`config.mk`:
```
export PLATFORM = sky130hd
export DESIGN_NAME = wb_rr_arb4
export DESIGN_NICKNAME = d
export VERILOG_FILES = /design/src/rtl/wb_rr_arb4.sv
export SDC_FILE = /design/constraint.sdc
export NUM_CORES = 1
export LEC_CHECK = 0
export CORE_AREA = 2 2 351 353
export CTS_BUF_LIST = sky130_fd_sc_hd__clkbuf_8 sky130_fd_sc_hd__clkbuf_16
export CTS_CLUSTER_DIAMETER = 50
export CTS_CLUSTER_SIZE = 10
export DETAILED_ROUTE_END_ITERATION = 8
export DIE_AREA = 0 0 353 355
export PLACE_DENSITY = 0.3
export SYNTH_ARGS = -nofsm -noshare
export SYNTH_HDL_FRONTEND = slang
export SYNTH_SLANG_ARGS = --single-unit
```
`constraint.sdc`:
```
create_clock -name clk -period 6.8 [get_ports clk]
set_clock_uncertainty 0.15 [all_clocks]
set_input_delay 1.7 -clock clk [delete_from_list [all_inputs] [get_ports clk]]
set_output_delay 1.7 -clock clk [all_outputs]
set_load 0.005 [all_outputs]
```
`src/rtl/wb_rr_arb4.sv`:
```
// wb_rr_arb4: four-master round-robin Wishbone arbiter with a bus watchdog.
//
// Shares one Wishbone slave port between four bus masters. The grant is
// registered in IDLE and held for the granted master's whole cycle (cyc),
// so bursts need no special treatment. Priority rotates starting after the
// last granted master, so no requester starves. A watchdog aborts a transfer
// with err when the slave leaves a strobe unterminated for TIMEOUT cycles.
//
// Ports:
//   clk, rstn            clock, asynchronous active-low reset
//   mN_*_i / mN_*_o      master N request inputs / read data + terminations
//   s_*_o / s_*_i        muxed request to slave / slave data + terminations
//   gnt_o                one-hot registered grant (0 when idle)
//   timeout_o            one-cycle pulse on watchdog abort
//   dbg_state_o          current arbiter state (IDLE=0, GRANT=1, ABORT=2)
//
// Handshake: a master's request is valid while cyc&stb is high; it completes
// on the cycle ack, err or rty is high. Request and termination paths are
// purely combinational through the registered grant.
module wb_rr_arb4 #(
  parameter int c_DATA_WIDTH = 64,
  parameter int TIMEOUT      = 255
) (
  input  logic                      clk,
  input  logic                      rstn,
  // master 0
  input  logic [c_DATA_WIDTH-1:0]   m0_dat_i,
  output logic [c_DATA_WIDTH-1:0]   m0_dat_o,
  input  logic [31:0]               m0_adr_i,
  input  logic [c_DATA_WIDTH/8-1:0] m0_sel_i,
  input  logic [2:0]                m0_cti_i,
  input  logic                      m0_we_i,
  input  logic                      m0_cyc_i,
  input  logic                      m0_stb_i,
  output logic                      m0_ack_o,
  output logic                      m0_err_o,
  output logic                      m0_rty_o,
  // master 1
  input  logic [c_DATA_WIDTH-1:0]   m1_dat_i,
  output logic [c_DATA_WIDTH-1:0]   m1_dat_o,
  input  logic [31:0]               m1_adr_i,
  input  logic [c_DATA_WIDTH/8-1:0] m1_sel_i,
  input  logic [2:0]                m1_cti_i,
  input  logic                      m1_we_i,
  input  logic                      m1_cyc_i,
  input  logic                      m1_stb_i,
  output logic                      m1_ack_o,
  output logic                      m1_err_o,
  output logic                      m1_rty_o,
  // master 2
  input  logic [c_DATA_WIDTH-1:0]   m2_dat_i,
  output logic [c_DATA_WIDTH-1:0]   m2_dat_o,
  input  logic [31:0]               m2_adr_i,
  input  logic [c_DATA_WIDTH/8-1:0] m2_sel_i,
  input  logic [2:0]                m2_cti_i,
  input  logic                      m2_we_i,
  input  logic                      m2_cyc_i,
  input  logic                      m2_stb_i,
  output logic                      m2_ack_o,
  output logic                      m2_err_o,
  output logic                      m2_rty_o,
  // master 3
  input  logic [c_DATA_WIDTH-1:0]   m3_dat_i,
  output logic [c_DATA_WIDTH-1:0]   m3_dat_o,
  input  logic [31:0]               m3_adr_i,
  input  logic [c_DATA_WIDTH/8-1:0] m3_sel_i,
  input  logic [2:0]                m3_cti_i,
  input  logic                      m3_we_i,
  input  logic                      m3_cyc_i,
  input  logic                      m3_stb_i,
  output logic                      m3_ack_o,
  output logic                      m3_err_o,
  output logic                      m3_rty_o,
  // slave
  output logic [c_DATA_WIDTH-1:0]   s_dat_o,
  output logic [31:0]               s_adr_o,
  output logic [c_DATA_WIDTH/8-1:0] s_sel_o,
  output logic [2:0]                s_cti_o,
  output logic                      s_we_o,
  output logic                      s_cyc_o,
  output logic                      s_stb_o,
  input  logic [c_DATA_WIDTH-1:0]   s_dat_i,
  input  logic                      s_ack_i,
  input  logic                      s_err_i,
  input  logic                      s_rty_i,
  // status
  output logic [3:0]                gnt_o,
  output logic                      timeout_o,
  output logic [1:0]                dbg_state_o
);

  localparam int SW = c_DATA_WIDTH / 8;
  localparam logic       WD_EN    = (TIMEOUT != 0);
  localparam logic [7:0] WD_LIMIT = 8'((TIMEOUT == 0) ? 0 : TIMEOUT - 1);

  typedef enum logic [1:0] {
    ST_IDLE  = 2'd0,
    ST_GRANT = 2'd1,
    ST_ABORT = 2'd2
  } state_t;

  state_t      state_q, state_d;
  logic [3:0]  gnt_q, gnt_d;
  logic [1:0]  last_q, last_d;
  logic [7:0]  wd_cnt_q, wd_cnt_d;
  logic        timeout_q, timeout_d;

  // Master ports gathered into arrays so the mux logic is index-driven.
  logic [3:0]              m_cyc, m_stb, m_we;
  logic [c_DATA_WIDTH-1:0] m_dat [4];
  logic [31:0]             m_adr [4];
  logic [SW-1:0]           m_sel [4];
  logic [2:0]              m_cti [4];
  logic [3:0]              m_ack, m_err, m_rty;
  logic [c_DATA_WIDTH-1:0] m_rdat [4];

  assign m_cyc = {m3_cyc_i, m2_cyc_i, m1_cyc_i, m0_cyc_i};
  assign m_stb = {m3_stb_i, m2_stb_i, m1_stb_i, m0_stb_i};
  assign m_we  = {m3_we_i,  m2_we_i,  m1_we_i,  m0_we_i};
  assign m_dat = '{m0_dat_i, m1_dat_i, m2_dat_i, m3_dat_i};
  assign m_adr = '{m0_adr_i, m1_adr_i, m2_adr_i, m3_adr_i};
  assign m_sel = '{m0_sel_i, m1_sel_i, m2_sel_i, m3_sel_i};
  assign m_cti = '{m0_cti_i, m1_cti_i, m2_cti_i, m3_cti_i};

  assign {m3_ack_o, m2_ack_o, m1_ack_o, m0_ack_o} = m_ack;
  assign {m3_err_o, m2_err_o, m1_err_o, m0_err_o} = m_err;
  assign {m3_rty_o, m2_rty_o, m1_rty_o, m0_rty_o} = m_rty;
  assign m0_dat_o = m_rdat[0];
  assign m1_dat_o = m_rdat[1];
  assign m2_dat_o = m_rdat[2];
  assign m3_dat_o = m_rdat[3];

  assign gnt_o       = gnt_q;
  assign timeout_o   = timeout_q;
  assign dbg_state_o = state_q;

  logic in_grant, in_abort, term, gnt_cyc;
  assign in_grant = (state_q == ST_GRANT);
  assign in_abort = (state_q == ST_ABORT);
  assign term     = s_ack_i | s_err_i | s_rty_i;
  assign gnt_cyc  = |(gnt_q & m_cyc);

  // Request mux towards the slave and response demux back to the masters.
  always_comb begin
    s_dat_o = '0;
    s_adr_o = '0;
    s_sel_o = '0;
    s_cti_o = '0;
    s_we_o  = 1'b0;
    s_cyc_o = 1'b0;
    s_stb_o = 1'b0;
    m_ack   = '0;
    m_err   = '0;
    m_rty   = '0;
    for (int i = 0; i < 4; i++) begin
      m_rdat[i] = '0;
      if (in_grant && gnt_q[i]) begin
        s_dat_o   = m_dat[i];
        s_adr_o   = m_adr[i];
        s_sel_o   = m_sel[i];
        s_cti_o   = m_cti[i];
        s_we_o    = m_we[i];
        s_cyc_o   = m_cyc[i];
        s_stb_o   = m_stb[i];
        m_rdat[i] = s_dat_i;
        m_ack[i]  = s_ack_i;
        m_err[i]  = s_err_i;
        m_rty[i]  = s_rty_i;
      end
      // timeout_q is high only in the first ABORT cycle, giving a 1-cycle err.
      if (in_abort && gnt_q[i] && timeout_q) begin
        m_err[i] = 1'b1;
      end
    end
  end

  // Next-state logic.
  logic       found;
  logic [1:0] idx;

  always_comb begin
    state_d   = state_q;
    gnt_d     = gnt_q;
    last_d    = last_q;
    wd_cnt_d  = '0;
    timeout_d = 1'b0;
    found     = 1'b0;
    idx       = last_q;
    case (state_q)
      ST_IDLE: begin
        // Search order last+1, last+2, last+3, last (2-bit wrap).
        for (int k = 1; k <= 4; k++) begin
          idx = last_q + 2'(k);
          if (!found && m_cyc[idx]) begin
            found   = 1'b1;
            gnt_d   = 4'b0001 << idx;
            last_d  = idx;
            state_d = ST_GRANT;
          end
        end
      end
      ST_GRANT: begin
        if (!gnt_cyc) begin
          state_d = ST_IDLE;
          gnt_d   = '0;
        end else if (s_stb_o && !term) begin
          // A termination in the trip cycle takes the normal path instead.
          if (WD_EN && (wd_cnt_q == WD_LIMIT)) begin
            state_d   = ST_ABORT;
            timeout_d = 1'b1;
          end else begin
            wd_cnt_d = (wd_cnt_q == 8'hff) ? 8'hff : wd_cnt_q + 8'd1;
          end
        end
      end
      ST_ABORT: begin
        if (!gnt_cyc) begin
          state_d = ST_IDLE;
          gnt_d   = '0;
        end
      end
      default: begin
        state_d = ST_IDLE;
        gnt_d   = '0;
      end
    endcase
  end

  always_ff @(posedge clk or negedge rstn) begin
    if (!rstn) begin
      state_q   <= ST_IDLE;
      gnt_q     <= '0;
      last_q    <= 2'd3;
      wd_cnt_q  <= '0;
      timeout_q <= 1'b0;
    end else begin
      state_q   <= state_d;
      gnt_q     <= gnt_d;
      last_q    <= last_d;
      wd_cnt_q  <= wd_cnt_d;
      timeout_q <= timeout_d;
    end
  end

endmodule

```
==> results list <==
- The flow ran to the end, and the final reports show no timing, DRC or antenna violations.
- In this run the cell area measured after placement is 16900 um2.
- After synthesis, the share of flip-flops with an asynchronous set or reset is 1.00.
- Final wirelength: 88300 um
- When the netlist entered floorplanning its net count stood at 1503.
* DP HPWL: 75600 um
* Crit path top cell by count: sky130_fd_sc_hd__o21ai_0
- Remaining antenna violation count: 0
* Number of unique standard cell types used by synthesis: 58
* Internal reg-to-reg setup slack: 3.70 ns
- Register clock-pin slew on the reported worst setup and hold paths: 0.05 ns
- Final Slew Violations: 0
- At the end of routability-driven placement, the weighted congestion stood at 0.888.
* Post-route clock period utilization: 0.871
* Switch Pwr: 0.00182 W
* Synth Cell Area: 6220 um2
- Before CTS, the worst setup slack after placement is 0.872 ns.
- Worst Path Max Fanout: 56
* Largest net degree at the start of global routing: 219
* Startpoint of the most critical hold path: wd_cnt_q[6]$_DFF_PN0_
* Average via count per standard cell: 3.45
- Terminus of the critical flop-to-flop path: wd_cnt_q[3]$_DFF_PN0_
- Of the cells placed in the final design, the portion with a size suffix greater than 1 is 0.0349.
- Critical path class: flop to primary output
* Remaining global-route overflow: 0
* Post-CTS resize count: 0
- Clock buffer depth: 2
* Hold bufs inserted after CTS: 0
- Final setup margin: 0.874 ns
- The worst setup path is captured at a primary output.
- In this run the critical register-to-register path is launched from dbg_state_o[1]$_DFFE_PN0P_.
- Yosys warning count: 0
* Total power: 0.00355 W
- In the final routed layout, each cell accounts on average for 25.8 um.
* Share of total power in sequential cells: 0.046
- The number of antenna violations at the first check in global routing was 41.
- The initial utilization of the core area, before any placement, comes to 0.0512.
- Input and output buffers added on the ports amount to 893.
- The critical path goes through inv_1 > ha_4 > and2_4 > buf_4 > a221o_1 > o21ai_0 > o21ai_0 > clkdlybuf4s50_1.
* Hold violation count in the final report: 0
- Insertion delay to the later sink of the worst-skew pair: 0.25 ns
- By instance count, the leading cell after synthesis is sky130_fd_sc_hd__and3_1.
* Biggest area consumer among synthesized cells: sky130_fd_sc_hd__and3_1
- Count of buffer and inverter cells on the critical path: 3
- The tree built by TritonCTS fans out to 17 sinks.
* P_leak: 6.37 nW
- In this run the number of H-tree levels came out at 1.
- Die H: 355 um
- Buffers added to address setup during post-CTS repair amount to 0.
- Area of the placeable core: 121000 um2
* Via count of the first global-routing pass: 11701
- Sort of element at the start of the critical path: flop
* Die footprint: 125000 um2
* Wire length of the first global-routing pass: 113000 um
- Setup violations remaining at the end of the flow were counted as 0.
- Area overhead of the layout relative to synthesis: 173%
- The commonest cells after synthesis are sky130_fd_sc_hd__and3_1, sky130_fd_sc_hd__o21ai_0, sky130_fd_sc_hd__nand2_1.
- Grouping stages by cell kind, the critical path spends the most delay in buffers and inverters.
- Iteration count of the initial detailed-routing pass: 5
- In the final timing run, aggregate negative setup slack is 0 ns.
* Total number of cells along the worst setup path: 8
- Power density relative to cell area: 209 nW/um2
- Of the total power, combinational logic draws 0.921.
* Dominant synthesized flop cell: sky130_fd_sc_hd__dfrtp_1
- Across every metal layer, demand over resource in global routing totals 0.131.
* FP Rows: 128
- Endpoint required time on the critical path: 4.95 ns
- Worst path max stage delay: 0.82 ns
* Hold-critical path depth: 1
- Number of primary I/O pins: 894
- Worst-Margin Slew: 0.997 ns
- The first routing iteration left 991 violations.
* Fmax: 0.169 GHz
* Switching Share: 0.513
- Cell with the biggest individual delay on the critical path: sky130_fd_sc_hd__o21ai_0
- Pint: 0.00173 W
* Ranking of synthesized cells by area: sky130_fd_sc_hd__and3_1, sky130_fd_sc_hd__a221o_1, sky130_fd_sc_hd__o21ai_0
- Critical path arrival: 4.08 ns
- Maximum ir drop on the vdd rail: 226 uV
* Final worst path period need: 5.93 ns
- Part of the Yosys area used for sequential elements: 0.0688
- The filler cells instantiated in the layout total 14079.
- TritonCTS built the clock tree.
* Finished layout cell area: 17000 um2
- After the last flow step, the layout net total stands at 2295.
- Post-Syn Area per Cell: 6.30 um2
- The share of synthesized area in the top cell type comes to 0.267.
- Setup repair after global routing missed its margin: no
- After synthesis the netlist holds a flip-flop and latch count of 17.
- The tool flagged a number of max-cap violations equal to 0.
- The path with the worst hold slack has its endpoint at wd_cnt_q[6]$_DFF_PN0_.
- Hold is met by 0.376 ns.
* DRC violation count after routing: 0
* Mapped Cells: 988
* Cell chosen for the clock root: sky130_fd_sc_hd__clkbuf_16
* Clock group share of total power: 0.034
- Routed vias: 11782
* Max-slew headroom: 0.328
* Horizontal die dimension: 353 um
- Clock tree synthesis inserted a total of 3 buffers.
* Reg2reg path depth: 7
- Hold crit path type: flop to flop
* Number of enable flip-flop cells after synthesis: 0
## worst max-delay path by stage
stage	start	to	slack, ns
3_5_place_dp	m2_cyc_i	s_cyc_o	0.87
5_1_grt	dbg_state_o[1]$_DFFE_PN0P_	s_dat_o[2]	0.79
6_report	dbg_state_o[1]$_DFFE_PN0P_	s_dat_o[2]	0.87
4_1_cts	m2_cyc_i	s_cyc_o	0.87
2_1_floorplan	m0_cyc_i	s_cyc_o	2.73
3_3_place_gp	m2_cyc_i	s_cyc_o	0.86
## worst register-to-register path: cells and delay by family, from the launching register on
kind / cells / cell delay (ns)
flip-flops: 1 / 0.41
AND/OR/NAND/NOR: 1 / 0.37
buffers and inverters: 2 / 0.55
adder cells (fa/ha/maj): 1 / 0.50
AO/OA/AOI/OAI: 3 / 1.03
## registers in the layout, summed over array words and instances (netlist names)
name,count
timeout_o,1
wd_cnt_q,8
last_q,2
gnt_o,4
dbg_state_o,2
## per-layer routing
layer | wire length [um] | track usage
met1 | 35200 | 0.155
met2 | 45300 | 0.244
met3 | 7360 | 0.0383
met4 | 376 | 0.00434
met5 | 122 | 0
## layout make-up
class / instances / area, um2 / share of cell area
Clock buffer: 3 / 75.1 / 0.00442
Tap cell: 1625 / 2030 / 0.120
Timing Repair Buffer: 926 / 9220 / 0.542
Multi-Input combinational cell: 819 / 5140 / 0.303
Antenna cell: 16 / 40.0 / 0.00235
Clock inverter: 1 / 5.00 / 0.000294
Sequential cell: 17 / 433 / 0.0255
Inverter: 13 / 48.8 / 0.00287
## metrics by stage
| stage | instances | utilization |
|---|---|---|
| global route | 3406 | 0.140 |
| floorplan | 988 | - |
| global placement | 3400 | 0.139 |
| finish | 3420 | 0.140 |
| CTS | 3404 | 0.140 |
| detailed placement | 3400 | 0.139 |
## logic make-up (layout without fill, tap and decap cells)
family / count (synthesis) / in the layout / synth area share
other cells: 0 / 16 / 0
mux: 8 / 8 / 0.0143
flops: 17 / 17 / 0.0688
buf+inv: 152 / 943 / 0.109
xor+xnor: 3 / 3 / 0.00423
simple gates: 432 / 432 / 0.388
fa+ha+maj: 6 / 6 / 0.0121
compound gates: 370 / 370 / 0.404
## power by group through the flow
stage / registers, W / clock network [W] / logic (W)
final: 0.000162 / 0.000120 / 0.00327
after global routing: 0.000165 / 0.000130 / 0.00350
after CTS: 0.000161 / 0.000124 / 0.00336
after detailed placement: 0.000162 / 0 / 0.00333
after global placement: 0.000159 / 0 / 0.00335
after floorplan: 0.000138 / 0 / 0.00124
## cells in the final DEF (no fill, tap or decap), types with 4 or more instances in the layout
cell type / synthesis / layout
sky130_fd_sc_hd__and3_1: 265 / 265
sky130_fd_sc_hd__o21ai_1: 24 / 25
sky130_fd_sc_hd__a31oi_1: 5 / 5
sky130_fd_sc_hd__diode_2: 0 / 16
sky130_fd_sc_hd__and2_4: 0 / 4
sky130_fd_sc_hd__dfrtp_1: 15 / 11
sky130_fd_sc_hd__buf_4: 3 / 30
sky130_fd_sc_hd__nand2_1: 125 / 124
sky130_fd_sc_hd__clkdlybuf4s50_1: 0 / 893
sky130_fd_sc_hd__nor2b_1: 4 / 4
sky130_fd_sc_hd__o21ai_0: 195 / 194
sky130_fd_sc_hd__o32ai_1: 5 / 5
sky130_fd_sc_hd__mux2i_1: 4 / 4
sky130_fd_sc_hd__ha_1: 6 / 5
sky130_fd_sc_hd__nor2_1: 12 / 12
sky130_fd_sc_hd__inv_1: 12 / 12
sky130_fd_sc_hd__dfrtp_2: 0 / 4
sky130_fd_sc_hd__a21oi_1: 11 / 11
sky130_fd_sc_hd__a22oi_1: 4 / 4
sky130_fd_sc_hd__a211oi_1: 4 / 4
sky130_fd_sc_hd__a221o_1: 109 / 109
Note: power is estimated with default switching activity, not from simulation.
